### config.mk
export PLATFORM = sky130hd
export DESIGN_NAME = trap_seq
export DESIGN_NICKNAME = d
export VERILOG_FILES = /design/src/rtl/trap_seq.sv
export SDC_FILE = /design/constraint.sdc
export NUM_CORES = 1
export LEC_CHECK = 0
export BUFFER_PORTS_ARGS = -buffer_cell sky130_fd_sc_hd__buf_2
export CAP_MARGIN = 20
export CORE_ASPECT_RATIO = 0.9
export CORE_MARGIN = 2
export CORE_UTILIZATION = 45
export CTS_CLUSTER_DIAMETER = 40
export CTS_CLUSTER_SIZE = 40
export DETAILED_ROUTE_END_ITERATION = 8
export GPL_ROUTABILITY_DRIVEN = 0
export PLACE_DENSITY = 0.86
export SETUP_SLACK_MARGIN = 0.15
export SKIP_CTS_REPAIR_TIMING = 1
export SYNTH_ARGS = -nofsm -noshare
export SYNTH_HDL_FRONTEND = slang
export SYNTH_SLANG_ARGS = --single-unit
### constraint.sdc
create_clock -name cpu_clk -period 1.5 [get_ports cpu_clk]
set_input_delay 0.45 -clock cpu_clk [delete_from_list [all_inputs] [get_ports cpu_clk]]
set_output_delay 0.45 -clock cpu_clk [all_outputs]
set_load 0.005 [all_outputs]
### src/rtl/trap_seq.sv
// Machine-mode trap entry / mret return sequencer: picks one trap event, drains
// the data bus, strobes the mstatus update, flushes the front end and redirects fetch.
module trap_seq #(
  parameter int ADDR_WIDTH = 32,
  parameter int DRAIN_MAX  = 15
) (
  input  logic                  cpu_clk,
  input  logic                  cpu_rstn,
  input  logic                  exception_met,
  input  logic                  valid_interrupt,
  input  logic                  mret,
  input  logic [ADDR_WIDTH-1:0] vector_addr,
  input  logic [ADDR_WIDTH-1:0] mepc,
  input  logic                  lsu_busy,
  input  logic                  fetch_ready,
  output logic                  pipe_stall,
  output logic                  pipe_flush,
  output logic                  trap_commit,
  output logic                  mret_commit,
  output logic                  redirect_valid,
  output logic [ADDR_WIDTH-1:0] redirect_addr,
  output logic                  drain_timeout,
  output logic                  busy
);

  localparam int CNT_W = $clog2(DRAIN_MAX + 1);

  typedef enum logic [1:0] {IDLE, DRAIN, COMMIT, REDIRECT} state_e;
  typedef enum logic [1:0] {KIND_EXC, KIND_INT, KIND_RET} kind_e;

  state_e           state, state_nxt;
  kind_e            kind, kind_nxt;
  logic [CNT_W-1:0] drain_cnt;
  logic             trigger;
  logic             drain_abort;
  logic             drain_hit;

  assign trigger     = exception_met | valid_interrupt | mret;
  // An interrupt that is withdrawn while draining has not flushed anything yet,
  // so the sequence can simply be abandoned.
  assign drain_abort = (kind == KIND_INT) && !valid_interrupt;
  assign drain_hit   = (drain_cnt == CNT_W'(DRAIN_MAX - 1));

  // NOTE: state is updated with non-blocking assignments so every register
  // samples the values from before the clock edge.
  always_ff @(posedge cpu_clk or negedge cpu_rstn) begin
    if (!cpu_rstn) begin
      state <= IDLE;
      kind  <= KIND_EXC;
    end else begin
      state <= state_nxt;
      kind  <= kind_nxt;
    end
  end

  // NOTE: every signal gets a default before the case so no path leaves it
  // unassigned, which would otherwise infer a latch.
  always_comb begin
    state_nxt = state;
    kind_nxt  = kind;
    case (state)
      IDLE: begin
        if (trigger) begin
          if (exception_met)        kind_nxt = KIND_EXC;
          else if (valid_interrupt) kind_nxt = KIND_INT;
          else                      kind_nxt = KIND_RET;
          state_nxt = lsu_busy ? DRAIN : COMMIT;
        end
      end
      DRAIN: begin
        if (drain_abort)    state_nxt = IDLE;
        else if (!lsu_busy) state_nxt = COMMIT;
        else if (drain_hit) state_nxt = COMMIT;
      end
      COMMIT:   state_nxt = REDIRECT;
      REDIRECT: if (fetch_ready) state_nxt = IDLE;
      default:  state_nxt = IDLE;
    endcase
  end

  // Drain counter is cleared while idle and saturates, so it never wraps.
  always_ff @(posedge cpu_clk or negedge cpu_rstn) begin
    if (!cpu_rstn) begin
      drain_cnt <= '0;
    end else if (state == IDLE) begin
      drain_cnt <= '0;
    end else if (state == DRAIN && drain_cnt != CNT_W'(DRAIN_MAX)) begin
      drain_cnt <= drain_cnt + 1'b1;
    end
  end

  always_ff @(posedge cpu_clk or negedge cpu_rstn) begin
    if (!cpu_rstn) begin
      redirect_addr <= '0;
    end else if (state == COMMIT) begin
      redirect_addr <= (kind == KIND_RET) ? mepc : vector_addr;
    end
  end

  always_comb begin
    pipe_stall     = 1'b0;
    pipe_flush     = 1'b0;
    trap_commit    = 1'b0;
    mret_commit    = 1'b0;
    redirect_valid = 1'b0;
    drain_timeout  = 1'b0;
    busy           = (state != IDLE);
    case (state)
      DRAIN: begin
        pipe_stall    = 1'b1;
        // Flags the forced-commit transition in the last DRAIN cycle itself.
        drain_timeout = !drain_abort && lsu_busy && drain_hit;
      end
      COMMIT: begin
        pipe_flush  = 1'b1;
        trap_commit = (kind != KIND_RET);
        mret_commit = (kind == KIND_RET);
      end
      REDIRECT: begin
        pipe_flush     = 1'b1;
        redirect_valid = 1'b1;
      end
      default: ;
    endcase
  end

endmodule

* After elaboration in Yosys (flattened, before gate mapping)
Index checks and enable logic that the tools add are counted.
** Word-level totals
- Bits in registers :: 40
- Output and inout bits :: 39
- Input port bits :: 71
- Word-level logic and storage cells :: 48
** Cells by class
- Reduce and logical (&&, ||, !) cells :: 12
- Multiplexer cells :: 18
- Bitwise gates (word level) :: 2
- $add $sub $neg :: 1
- Equal/unequal tests :: 11
** Operator list (count)
- $mux W32 :: 1
- $mux W2 :: 8
- $mux W4 :: 2
- $ne A4 B4 Y1 const B :: 2
- $pmux W2 S4 :: 1
- $eq A2 B2 Y1 const B :: 3
- $mux W1 :: 6
- $ne A2 B2 Y1 const B :: 3
- $add A4 B1 Y4 const B :: 1
- $eq A2 B1 Y1 const B :: 2
- $eq A4 B4 Y1 const B :: 1
- $logic_and A1 B1 Y1 :: 4
- $reduce_bool A2 Y1 :: 2
- $reduce_and A3 Y1 :: 1
- $logic_not A1 Y1 :: 2
- $logic_not A2 Y1 :: 1
- $or A1 B1 Y1 :: 2
- $reduce_and A2 Y1 :: 1
- $reduce_or A2 Y1 :: 1

* Longest topological paths before layout
- Depth after elaboration :: 6
- Mapped depth :: 6

* Worst setup path after synthesis
Ideal clock, no wire load.
- Path type :: register to output
- Start point :: reg state[1]
- End point :: out trap_commit
- Data arrival time :: 987 ps
- Path buffers :: 3
- Stages on the path, launching flop included :: 6
- Required time :: 1050 ps
- Slack :: 63 ps
- Cell sequence :: dfrtp_1 -> buf_2 -> nand2b_1 -> buf_4 -> buf_2 -> nor2_1
** Between the ends
- Longest elaborated chain between the ends :: 2
** RTL lines
- start, declared :: RTL line 31 : state_e state, state_nxt;
- start signal, assigned :: RTL line 51 : state <= state_nxt;
- $eq A2 B2 Y1 :: RTL line 108 : case (state)
- $mux W1 :: RTL line 108
- end, declared :: RTL line 18 : output logic trap_commit,
No other way between the ends.

* Worst setup path in the final report
- Start point :: reg state[0]
- End point :: out drain_timeout
** Between the ends
- Longest elaborated chain between the ends :: 2
** RTL lines
- $eq A2 B1 Y1 :: RTL line 108
- $mux W1 :: RTL line 108
- end, declared :: RTL line 22 : output logic drain_timeout,
No other way between the ends.

==> flow_summary.json <==
{
  "status": "finished with violations",
  "failed_checks": "setup timing",
  "fmax_mhz": 590.8,
  "cp-start-kind": "flop",
  "dr_total_vias": 1885,
  "place_ws_ns": -0.007388,
  "die_w_microns": 74.99,
  "drive_gt1_share_pct": 49.55,
  "power.share.combinational_pct": 55.4,
  "setup_violations": 7,
  "crit_path_max_fanout": 6,
  "die_h_microns": 67.89,
  "area_growth_pct": 47.82,
  "setup_ws_ns": -0.1927,
  "syn_inst": 201,
  "ys_ff_latch": 40,
  "hold_path_class": "in2async",
  "p_leak_nw": 1.539,
  "yosys.cell_types.count": 30,
  "p_int_mw": 3.780,
  "cp-end-kind": "primary output",
  "final_util_pct": 68.51,
  "met3_usage_pct": 4.713,
  "clk_pin_slew_ns": 0.07,
  "syn_avg_cell_area_sq_um": 10.15,
  "grt_max_degree": 41,
  "drt-total-wl_mm": 4.963,
  "cts.sinks": 40,
  "grt.overflow.total": 0,
  "finalCritPeriodShare_pct": 112.8,
  "hold_viol": 0,
  "drt_iter0_markers": 88,
  "cts_tree": "built",
  "maxCapViolCount": 0,
  "placed_cell_area_sq_mm": 0.002675,
  "design.core.area_sq_mm": 0.004403,
  "start_util_pct": 46.35,
  "power.density_mw_per_mm2": 1972,
  "grt_pass1_vias": 1605,
  "die-area_sq_mm": 0.005090,
  "tightest_slew_ns": 0.2759,
  "hpwlAfterDp_mm": 3.498,
  "reg2regPathDepth": 6,
  "vdd_drop_max_uv": 996.8,
  "grtUsageMet1_pct": 20.42,
  "yosysMostFrequentCell": "dfrtp_1",
  "slew_headroom_pct": 81.47,
  "pwr-share-clk_pct": 12.5,
  "nets": 404,
  "routedWlPerCell_microns": 12.63,
  "p_sw_mw": 2.168,
  "clkLatencyLatePin_ns": 0.28,
  "diodes": 0,
  "cts_max_level": 2,
  "grt_first_pass_wirelength_mm": 6.706,
  "yosysTopAreaCell": "dfrtp_1",
  "worstSetupPathType": "reg2out",
  "cp.arrival_ns": 1.24,
  "clockRootBuffer": "clkbuf_8",
  "switching_share_pct": 36.45,
  "port_buffers": 109,
  "synth_flop_cell": "dfrtp_1",
  "yosys_warnings": 0,
  "syn-cell-area_sq_mm": 0.002041,
  "clock-skew-final_ns": 0.002918,
  "via_per_inst": 4.796,
  "clockBufferDepth": 2,
  "power_frac_seq_pct": 32.1,
  "io_pins": 110,
  "track_usage_pct": 17.23,
  "rows": 23,
  "postSynth.asyncResetShare_pct": 100.0,
  "synth_edf_count": 0,
  "required_ns": 1.05,
  "synth_common_cells": "dfrtp_1, nand2_1, mux2i_1, o21ai_1, o21ai_0",
  "rsz0062_at_grt": "true",
  "regToRegStartpoint": "kind[1]$_DFFE_PN0P_",
  "slew_viol_final": 0,
  "ant_nets": 0,
  "synthTopCellsByArea": "dfrtp_1, mux2i_1, o21ai_1",
  "cts_buffers": 5,
  "rrSetupSlack_ns": 0.04,
  "synth_top_area_share_pct": 49.05,
  "finalCriticalPeriod_ns": 1.693,
  "met2_usage_pct": 31.36,
  "syn_nets": 274,
  "rr_endpoint": "redirect_addr[8]$_DFFE_PN0P_",
  "antenna_found_initial": 0,
  "grt.busiest_layer": "met2",
  "yosysSeqAreaShare_pct": 49.05,
  "stdcell_area_sq_mm": 0.003017,
  "drc_errors": 0,
  "drtPass1Iterations": 4
}
-- metal layers --
metal  part of all wire (%)  up-vias
li1                       -      951
met1                     42      854
met2                     51       78
met3                    6.6        2
met4                   0.34        0
met5                      0        -
-- worst max-delay path by stage --
stage	depth (start not counted)	to	slack [ns]	startpoint
floorplan	4	mret_commit	0.12	kind[0]$_DFFE_PN0P_
detailed placement	4	drain_timeout	-0.007	valid_interrupt
finish	4	drain_timeout	-0.19	state[0]$_DFFE_PN0P_
global placement	4	drain_timeout	0.0007	valid_interrupt
global route	3	mret_commit	-0.26	kind[1]$_DFFE_PN0P_
CTS	4	drain_timeout	-0.29	kind[0]$_DFFE_PN0P_
-- registers in the layout, indices dropped and copies added, names as in the netlist --
| register | flops |
|---|---|
| redirect_addr | 32 |
| drain_cnt | 4 |
| kind | 2 |
| state | 2 |
-- logic make-up (layout without fill, tap and decap cells) --
logic type	after synthesis	in the layout	synth area share, %
multiplexers	32	32	15.70
buffers and inverters	21	151	7.664
AO/OA/AOI/OAI	52	52	14.59
AND/OR/NAND/NOR	54	54	11.77
flip-flops	40	40	49.05
adder cells (fa/ha/maj)	2	2	1.226
-- worst max-delay path, stage by stage (launching register included) --
cell and delay (ns):
dfrtp_2 0.43, nor2b_4 0.18, o311ai_2 0.12, nor2_1 0.11, buf_2 0.12
-- final cells by class --
class                      instances  area (sq um)
clock buffer                       7         96.34
inverter                           6         22.52
timing repair buffer             138         865.8
tap                               62         77.57
sequential                        40          1003
multi-input combinational        140         950.9
fill                             361          1386
-- power groups by stage --
stage,clock [mW],sequential [mW],combinational (mW)
global placement,0,1.88,2.56
detailed placement,0,1.91,2.67
finish,0.744,1.91,3.29
CTS,0.773,1.89,2.67
global route,0.812,1.98,3.65
floorplan,0,1.93,1.82
-- per-stage QoR --
step | setup TNS, ns | cells | hold slack, ns | total power, mW
after floorplan | 0 | 201 | 0.1544 | 3.747
after global placement | 0 | 373 | 0.4363 | 4.443
after detailed placement | -0.007388 | 373 | 0.4363 | 4.580
after CTS | -1.193 | 380 | 0.1340 | 5.335
after global routing | -2.000 | 393 | 0.1498 | 6.436
final | -0.9874 | 393 | 0.1331 | 5.948
-- layout by cell type, fill, tap and decap left out, drive strengths merged --
master / synthesis / final
ha: 2 / 2
o2bb2ai: 1 / 1
nor2: 5 / 5
o21a: 1 / 1
nand4: 2 / 2
mux2i: 32 / 32
a221oi: 1 / 1
and2: 1 / 1
a22o: 2 / 2
o311ai: 1 / 1
buf: 12 / 137
clkbuf: 3 / 8
nand2b: 3 / 3
and3: 1 / 1
nand2: 35 / 35
a21oi: 4 / 4
o31a: 1 / 1
nor2b: 3 / 3
a41oi: 1 / 1
dfrtp: 40 / 40
nand3: 2 / 2
a32o: 1 / 1
o21ai: 38 / 38
a31o: 1 / 1
inv: 6 / 6
nor3: 2 / 2
(Power assumes the default switching activity.)
